--- src/rtl/hex_scan_ctrl.sv ---
// hex_scan_ctrl: multiplexed 7-segment scanner with blank gaps and frame-synchronous double-buffered display updates.
module hex_scan_ctrl #(
  parameter int DIGITS = 4,
  parameter int DIV    = 50000,
  parameter int GAP    = 2
) (
  input  logic                  clk,
  input  logic                  rst,
  input  logic [4*DIGITS-1:0]   val,
  input  logic                  load,
  input  logic [DIGITS-1:0]     blank_mask,
  output logic [3:0]            dec_x,
  input  logic [0:6]            dec_h,
  output logic [DIGITS-1:0]     an,
  output logic [0:6]            seg,
  output logic                  ack
);
  localparam int CW = $clog2((DIV > GAP ? DIV : GAP) + 1);
  localparam int IW = $clog2(DIGITS);

  typedef enum logic {S_GAP, S_SHOW} state_t;

  state_t              state_q, state_d;
  logic [CW-1:0]       cnt_q, cnt_d;
  logic [IW-1:0]       idx_q, idx_d;
  logic [4*DIGITS-1:0] disp_q, disp_d, shadow_q, shadow_d;
  logic                pend_q, pend_d;
  logic [3:0]          dec_x_q, dec_x_d;
  logic [DIGITS-1:0]   an_q, an_d;
  logic [0:6]          seg_q, seg_d;
  logic                ack_q, ack_d;
  logic                last_gap, last_show, wrap;

  always_comb begin
    last_gap  = state_q == S_GAP && cnt_q == CW'(GAP - 1);
    last_show = state_q == S_SHOW && cnt_q == CW'(DIV - 1);
    wrap      = last_show && idx_q == IW'(DIGITS - 1);
    state_d   = last_gap ? S_SHOW : last_show ? S_GAP : state_q;
    cnt_d     = (last_gap || last_show) ? '0 : cnt_q + 1'b1;
    idx_d     = last_show ? (wrap ? '0 : idx_q + 1'b1) : idx_q;
    an_d      = last_gap ? (blank_mask[idx_q] ? '1 : ~(DIGITS'(1) << idx_q)) : last_show ? '1 : an_q;
    seg_d     = last_gap ? (blank_mask[idx_q] ? '1 : dec_h) : last_show ? '1 : seg_q;
    // a load landing on the wrap cycle goes straight to the display
    ack_d     = wrap && (load || pend_q);
    disp_d    = ack_d ? (load ? val : shadow_q) : disp_q;
    shadow_d  = load ? val : shadow_q;
    pend_d    = ack_d ? 1'b0 : (load | pend_q);
    dec_x_d   = disp_d[4*idx_d +: 4];
  end

  always_ff @(posedge clk) begin
    if (rst) begin
      state_q  <= S_GAP;
      cnt_q    <= '0;
      idx_q    <= '0;
      disp_q   <= '0;
      shadow_q <= '0;
      pend_q   <= 1'b0;
      dec_x_q  <= '0;
      an_q     <= '1;
      seg_q    <= '1;
      ack_q    <= 1'b0;
    end else begin
      state_q  <= state_d;
      cnt_q    <= cnt_d;
      idx_q    <= idx_d;
      disp_q   <= disp_d;
      shadow_q <= shadow_d;
      pend_q   <= pend_d;
      dec_x_q  <= dec_x_d;
      an_q     <= an_d;
      seg_q    <= seg_d;
      ack_q    <= ack_d;
    end
  end

  assign dec_x = dec_x_q;
  assign an    = an_q;
  assign seg   = seg_q;
  assign ack   = ack_q;
endmodule

--- config.mk ---
export PLATFORM = sky130hd
export DESIGN_NAME = hex_scan_ctrl
export DESIGN_NICKNAME = d
export VERILOG_FILES = /design/src/rtl/hex_scan_ctrl.sv
export SDC_FILE = /design/constraint.sdc
export NUM_CORES = 1
export LEC_CHECK = 0
export ABC_AREA = 1
export BUFFER_PORTS_ARGS = -buffer_cell sky130_fd_sc_hd__buf_2
export CORE_UTILIZATION = 25
export DETAILED_ROUTE_END_ITERATION = 10
export HOLD_SLACK_MARGIN = 0.1
export PLACE_DENSITY = 0.38
export SYNTH_ARGS = -nofsm -noshare
export SYNTH_HDL_FRONTEND = slang
export SYNTH_SLANG_ARGS = --single-unit
export TNS_END_PERCENT = 10
--- constraint.sdc ---
create_clock -name clk -period 3.75 [get_ports clk]
set_input_delay 0.375 -clock clk [delete_from_list [all_inputs] [get_ports clk]]
set_output_delay 0.375 -clock clk [all_outputs]
set_load 0.01 [all_outputs]
* Yosys cells after proc, flatten, opt, wreduce, memory -nomap -nowiden
Cells that the tools add are included.
** Cells by class
- Add/subtract/negate cells :: 2
- $lt $le $gt $ge :: 1
- Equal/unequal tests :: 3
- Shift-type cells :: 2
- Multiplexer cells :: 14
- Bitwise logic cells :: 3
- Reductions and logical operators :: 9
** Operators with widths (number)
- 16-bit 2-to-1 mux :: 2
- 7-bit 2-to-1 mux :: 3
- 16-bit by 1-bit adder with 16-bit output, second input constant :: 1
- 16-bit by 1-bit equality test with 1-bit output, second input constant :: 1
- 16-bit equality test, second input constant :: 1
- 16-bit by 5-bit indexed part select with 4-bit output :: 1
- 4-bit 2-to-1 mux :: 3
- 1-bit logical AND :: 4
- 2-bit 2-to-1 mux :: 2
- 4-bit inverter :: 1
- 2-bit OR reduction :: 2
- 1-bit by 2-bit << shifter with 4-bit output, first input constant :: 1
- 2-bit by 3-bit less-than comparator with 1-bit output, second input constant :: 1
- 1-bit 2-to-1 mux :: 3
- 2-bit by 1-bit adder with 2-bit output, second input constant :: 1
- 1-bit binary-select mux with 2-bit select :: 1
- 2-bit equality test, second input constant :: 1
- 1-bit logical OR :: 2
- 2-bit nonzero test :: 1
- 1-bit inverter :: 1
- 1-bit OR :: 1
** Storage, ports and cells
- Flip-flop bits (word level) :: 68
- Input port bits :: 30
- Output and inout bits :: 16
- Word-level logic and storage cells :: 44

* Longest topological paths before layout
Gate-level depths: netlist (run 1).
- Depth in word-level cells :: 6
- Gate-level depth with buffers :: 13
- Mapped depth without buffers :: 13

* Worst setup path after synthesis (run 1)
Ideal clock, no wire load.
- Kind :: register -> register
- From :: register cnt_q[0]
- To :: register dec_x_q[2] (netlist: dec_x[2])
- Setup time :: 0.132 ns
- Arrival :: 1.526 ns
- Required time :: 3.618 ns
- Path slack :: 2.092 ns
- Stages on the path, launching flop included :: 12
- Buffers on the path :: 1
- Clock period less this slack :: 1.658 ns
- Path through :: dfxtp_1 ha_1 nand3_2 nor2_2 nand2_2 nor2_8 nand3_4 buf_6 nand2_1 nand3_1 nand3_1 a21oi_1
** On the way
- Cells in the longest elaborated chain, start to end :: 6
- Elaborated cells between the ends (all ways) :: 8
- Classes of those cells :: eq/ne: 1; shift: 1; mux: 3; reduce/logical: 3
** Ends and longest elaborated chain
- from (decl) :: line 24 : logic [CW-1:0] cnt_q, cnt_d;
- from (signal assigned) :: line 65 : cnt_q <= cnt_d;
- 16-bit equality test (*) :: line 36 : last_show = state_q == S_SHOW && cnt_q == CW'(DIV - 1);
- 1-bit logical AND (*) :: line 36
- 1-bit logical AND :: line 37 : wrap = last_show && idx_q == IW'(DIGITS - 1);
- 2-bit 2-to-1 mux / 1-bit logical AND (equally long branches) :: line 40, 44
- 2-bit 2-to-1 mux / 16-bit 2-to-1 mux (equally long branches) :: line 40, 45
- 16-bit by 5-bit indexed part select with 4-bit output (*) :: line 48 : dec_x_d = disp_d[4*idx_d +: 4];
- to (signal assigned) :: line 59 : dec_x_q <= '0;
- to (signal assigned) :: line 70 : dec_x_q <= dec_x_d;
- to (decl) :: line 28 : logic [3:0] dec_x_q, dec_x_d;
Every way passes the cells marked *; elsewhere a longest branch is shown, timed or not.
A chain may end at the register's enable or synchronous reset.

* Worst setup path after layout (run 1)
- From :: register cnt_q[0]
- To :: register dec_x_q[3] (netlist: dec_x[3])
The elaborated chain is that of the path after synthesis.

==> results.toml, run 1 <==
[clocking]
cts_resized = 0
cts_tree = "done"
clk_path_buf_depth = 2
clk_latency_ns = 0.34
holdBufCountCts = 0
cts_sinks = 68
htree_levels = 3
clk_pin_slew_ns = 0.06
cts_buffers = 9
postCtsSetupRepairBufs = 0
cts_root_buf = "clkbuf_16"

[critical_path]
cp_max_fo = 18
worst-path-buf-inv = 0
critical_path_class = "reg2reg"
r2r_setup_slack_ns = 1.66
slowest_delay_ns = 0.38
rr_worst_depth = 12
crit_top_cell = "nand2_1"
r2r_end = "dec_x[3]"
crit_required_ns = 3.97
critPathSlowestCell = "dfxtp_1"
timing.rr.start = "cnt_q[0]"
critPathArrivalTime_ns = 2.31
crit_path_cell_trace = "ha_1, nand3_2, nor2_2, nand2_2, nor2_8, nand3_4, nand2_1, o21ai_1, nand2_1, nand2_1, nand3_1, nand2_1"
start_kind = "flop"
cpLargestDelayFamily = "simple AND/OR/NAND/NOR gates"
cp-end-kind = "flop"

[place]
io_buffers = 45
gp_congestion = 0.771
dp_cells = 569
post_dp_cell_area_sq_um = 3350
hpwl_um = 5050
dp_slack_ns = 1.61

[global_routing]
antenna_found_initial = 0
grt_max_degree = 43
use_met1_pct = 17.4
track_usage_pct = 12.8
grt_pass1_wl_um = 12400
grt_most_used_layer = "met2"
met3_usage_pct = 3.21
grt-ovfl-total = 0
first_global_vias = 2512
use_met2_pct = 18.9

[routing]
drt-initial-drc-count = 173
wl_um = 7310
drc = 0
wl_per_cell_um = 12.5
vias = 2548
ant_nets = 0
avgViaCountPerCell = 4.36
dr.pass1.iters = 4

[power_and_ir_drop]
p_seq_share_pct = 42.0
power.density_nw_per_um2 = 494
swShare_pct = 23.8
ir_worst_vdd_uv = 177
p_leak_nw = 1.59
clkPwrFrac_pct = 50.9
pwr-share-comb_pct = 7.1
p_sw_w = 0.000433
p_int_w = 0.00138

[yosys]
yosysSeqAreaShare_pct = 45.0
ys_types = 35
synthXorXnorAreaFrac_pct = 1.45
ys_top_cells_by_count = "dfxtp_1, nand2_1, inv_1"
ys.flop_type = "dfxtp_1"
yosys.area.top_type = "dfxtp_1"
synth_area_sq_um = 3030
synth_top_area_share_pct = 45.0
synthMuxAreaShare_pct = 0.662
synth_nets = 432
synth_fa_ha_area_share_pct = 2.48
synthCells = 396
synthSimpleGateAreaFrac_pct = 31.0
synth-seq-cells = 68
synth-edff-count = 0
postSynthAreaPerCell_sq_um = 7.64
synth_top_family_by_area = "simple AND/OR/NAND/NOR gates"
synth_compound_area_share_pct = 10.1
synth_area_leaders = "dfxtp_1, nand2_1, inv_1"
yosysMostFrequentCell = "dfxtp_1"
ys_async_sr_fraction_pct = 0
synth_warnings = 0

[cells_and_area]
areaGrowthSynthToFinish_pct = 21.5
finalNonFillerCells = 585
final_layout_size_suffix_gt1_share_pct = 21.3
layout.nets = 473
antenna_cells = 0
final_cell_area_sq_um = 3670

[die]
die-area_sq_um = 12500
coreArea_sq_um = 11600
initial_utilization_pct = 26.1
die_w_um = 112
num_rows = 39
die_h_um = 112
pin_count = 46

[sta]
drv_slew = 0
finalCritPeriodShare_pct = 55.9
slew_headroom_pct = 51.4
fin_ws_ns = 1.66
timing.fmax_ghz = 0.477
whs_ns = 0.317
post-route-min-period_ns = 2.09
final.setup_skew_ns = 0.00813
tns_ns = 0
grt_setup_unrepaired = "false"
setup_violations = 0
hold_viol_final = 0
worst_slew_pin_slew_ns = 0.727

[job]
drv_cap = 0

[min_path]
worstHoldStart = "val[1]"
holdCritPathClass = "in2reg"
min_path_cells = 3
hold_path_end = "shadow_q[1]"

[run_status]
status = "completed"
-- kinds of logic (layout without fill, tap and decap cells) --
kind of cell             after synthesis  after routing
multiplexers                           2              2
XOR/XNOR                               5              5
buffers and inverters                 68            114
adder cells (fa/ha/maj)                6              6
AO/OA/AOI/OAI                         55             55
flip-flops                            68             68
AND/OR/NAND/NOR                      192            192
-- cells in the final DEF (no fill, tap or decap), drive strengths merged --
cell type   n
a21oi      26
a31oi       1
buf        46
bufinv      2
clkbuf      9
clkinv      5
clkinvlp    1
dfxtp      68
ha          6
inv        51
mux2i       2
nand2      69
nand3      36
nand4      18
nor2       46
nor3        6
nor3b       1
nor4        1
o21a       10
o21ai      16
o21bai      1
o22ai       1
or2        15
xnor2       1
xor2        4
-- tightest hold or removal path: stages --
cell and delay (ns):
buf_2 0.10, nand2_1 0.07, a21oi_1 0.06
-- per-stage QoR --
stage / power, W / util (%)
2_1_floorplan: 0.000865 / -
3_3_place_gp: 0.000910 / 28.9
3_5_place_dp: 0.000911 / 28.9
4_1_cts: 0.00185 / 31.6
5_1_grt: 0.00190 / 31.6
6_report: 0.00182 / 31.6
-- power groups by stage --
stage | clock network (W) | registers [W] | logic [W]
2_1_floorplan | 0 | 0.000780 | 0.0000853
3_3_place_gp | 0 | 0.000779 | 0.000131
3_5_place_dp | 0 | 0.000779 | 0.000132
4_1_cts | 0.000957 | 0.000763 | 0.000132
5_1_grt | 0.000987 | 0.000766 | 0.000147
6_report | 0.000924 | 0.000763 | 0.000129
-- layout make-up --
type,count,area [sq um]
tap,143,179
multi-input combinational,260,1380
clock inverter,7,98.8
timing repair buffer,46,233
clock buffer,9,225
fill,1298,7940
sequential,68,1360
inverter,52,195
-- worst max path at each step --
stage	from	endpoint	slack, ns	cells after the start
floorplan	cnt_q[0]	dec_x[2]	2.09	11
global placement	load	dec_x[3]	1.66	10
detailed placement	load	dec_x[3]	1.61	10
CTS	cnt_q[0]	dec_x[3]	1.63	12
global route	cnt_q[0]	dec_x[3]	1.38	12
finish	cnt_q[0]	dec_x[3]	1.66	12
-- routing by layer --
| layer | share of wire (%) | vias up |
|---|---|---|
| met3 | 4.2 | 9 |
| li1 | - | 1360 |
| met5 | 0 | - |
| met4 | 1.7 | 0 |
| met2 | 42 | 44 |
| met1 | 52 | 1135 |
-- flip-flops by register name, summed over array words and instances, names as in the netlist --
name and flops:
idx_q 2, ack 1, pend_q 1, dec_x 4, shadow_q 16, seg 7, state_q 1, disp_q 16
cnt_q 16, an 4
(Power assumes the default switching activity.)
==> run 2, diff against run 1 <==
--- a/config.mk
+++ b/config.mk
@@ -5,7 +5,7 @@
 export SDC_FILE = /design/constraint.sdc
 export NUM_CORES = 1
 export LEC_CHECK = 0
-export ABC_AREA = 1
+export ABC_AREA = 0
 export BUFFER_PORTS_ARGS = -buffer_cell sky130_fd_sc_hd__buf_2
 export CORE_UTILIZATION = 25
 export DETAILED_ROUTE_END_ITERATION = 10
==> constraint.sdc (replaced) <==
create_clock -name clk -period 2 [get_ports clk]
set_input_delay 0.2 -clock clk [delete_from_list [all_inputs] [get_ports clk]]
set_output_delay 0.2 -clock clk [all_outputs]
set_load 0.01 [all_outputs]
==> run 2 against run 1 <==
Synthesized cell count is 24% lower. Routed wire length is 4.2% lower. Non-clock buffer count rose by 32. Critical endpoint is now dec_x[1]. Largest power group unchanged.
==> results.toml, run 2 <==
[run_status]
status = "completed"

[routing]
wl_um = 7000
ant_nets = 0
drc = 0
vias = 2361
avgViaCountPerCell = 4.52
wl_per_cell_um = 13.4
dr.pass1.iters = 4
drt-initial-drc-count = 48

[place]
gp_congestion = 0.745
hpwl_um = 4930
io_buffers = 45

[critical_path]
start_kind = "flop"
cp-end-kind = "flop"
critPathSlowestCell = "or3_4"
cp_max_fo = 8
critPathArrivalTime_ns = 2.13
slowest_delay_ns = 0.45
crit_path_cell_trace = "ha_4, and3_4, nand4_1, or3_4, mux2i_4, a211oi_1, a32o_1"
critical_path_class = "reg2reg"
crit_required_ns = 2.22

[yosys]
yosys.area.top_type = "dfxtp_1"
postSynthAreaPerCell_sq_um = 9.82
synth-edff-count = 0
yosysMostFrequentCell = "dfxtp_1"
synth_warnings = 0
yosysSeqAreaShare_pct = 46.2
synthCells = 300
synth_top_area_share_pct = 46.2
synth_nets = 336
ys_types = 42
synth-seq-cells = 68
ys.flop_type = "dfxtp_1"
ys_async_sr_fraction_pct = 0
synth_area_sq_um = 2950
ys_top_cells_by_count = "dfxtp_1, nor2_1, mux2i_1"
synth_area_leaders = "dfxtp_1, mux2i_1, nor2_1"

[sta]
finalCritPeriodShare_pct = 95.8
grt_setup_unrepaired = "true"
setup_violations = 0
hold_viol_final = 0
final.setup_skew_ns = 0.00701
drv_slew = 0
timing.fmax_ghz = 0.522
worst_slew_pin_slew_ns = 0.516
slew_headroom_pct = 65.6
post-route-min-period_ns = 1.92
whs_ns = 0.128
tns_ns = 0

[cells_and_area]
reg_top3 = "cnt_q: 16 flops, disp_q: 16 flops, shadow_q: 16 flops"
fill_cells = 1187
fin_util_pct = 34.7
antenna_cells = 0
final_layout_size_suffix_gt1_share_pct = 30.3
final_cell_mix = "dfxtp_1, nor2_1, buf_2, mux2i_1"
layout.nets = 410
final_common_cell = "dfxtp_1"
areaGrowthSynthToFinish_pct = 35.1

[job]
drv_cap = 0

[clocking]
clk_path_buf_depth = 2
htree_levels = 3
cts_buffers = 9
cts_tree = "done"
cts_root_buf = "clkbuf_16"
clk_latency_ns = 0.33
cts_sinks = 68
clk_pin_slew_ns = 0.06

[die]
pin_count = 46
initial_utilization_pct = 25.7
die-area_sq_um = 12200
die_w_um = 111
coreArea_sq_um = 11500
num_rows = 39
die_h_um = 111

[global_routing]
first_global_vias = 2310
grt_pass1_wl_um = 11600
grt-ovfl-total = 0
track_usage_pct = 12.2
antenna_found_initial = 0
grt_max_degree = 28

[power_and_ir_drop]
power_w = 0.00356
p_leak_nw = 1.60
power.density_nw_per_um2 = 895
ir_worst_vdd_uv = 632

[min_path]
holdCritPathClass = "in2reg"
-- run 2: timing repair --
item / CTS / global route
buffers inserted: 0 / 2
hold buffers: 7 / 0
endpoints found under the hold margin: 7 / 0
resized for setup: 2 / 3
setup endpoints to repair: 1 / 4
-- run 2: final cells by class --
class | count | area, sq um | area share (%)
multi-input combinational | 214 | 1530 | 38.5
clock inverter | 6 | 111 | 2.80
tap | 143 | 179 | 4.50
sequential | 68 | 1370 | 34.3
timing repair buffer | 78 | 541 | 13.6
clock buffer | 10 | 239 | 6.00
inverter | 3 | 11.3 | 0.283
-- run 2: logic make-up after synthesis --
group                    synth area share, %
flip-flops                              46.2
multiplexers                            14.6
AO/OA/AOI/OAI                           11.1
buffers and inverters                   2.80
AND/OR/NAND/NOR                         18.6
adder cells (fa/ha/maj)                 2.55
XOR/XNOR                                4.16
-- run 2: through the flow --
| step | setup slack, ns | instances | instance area, sq um |
|---|---|---|---|
| after floorplan | 0.00161 | 300 | 2960 |
| after global placement | 0.0328 | 497 | 3530 |
| after detailed placement | 0.000543 | 497 | 3530 |
| after CTS | 0.0116 | 520 | 3960 |
| after global routing | -0.00352 | 522 | 3980 |
| final | 0.0847 | 522 | 3980 |
-- run 2: final timing paths --
path,from,to,slack [ns],cells past startpoint
min reg2reg,seg[4],seg[4],0.48,1
max reg2reg,cnt_q[1],dec_x[1],0.08,7
max,cnt_q[1],dec_x[1],0.08,7
min,val[14],shadow_q[14],0.13,3
-- run 2: power breakdown --
part / total, W / internal, W / switching (W) / leakage (nW)
Clock: 0.00186 / 0.00125 / 0.000605 / 0.169
Combinational: 0.000276 / 0.000128 / 0.000148 / 0.876
Sequential: 0.00143 / 0.00141 / 0.0000245 / 0.554
Total: 0.00356 / 0.00279 / 0.000778 / 1.60
-- run 2: layer usage --
metal	track usage [%]	wire [um]	up-vias
met5	0	0	-
li1	-	-	1204
met4	5.87	146	0
met2	20.7	3470	41
met3	3.79	254	10
met1	13.9	3130	1106
-- run 2: critical path: cells and delay by family, from the launching register on --
family	cells	cell delay, ns
mux	1	0.29
flops	1	0.35
compound gates	2	0.30
simple gates	3	0.75
fa+ha+maj	1	0.13
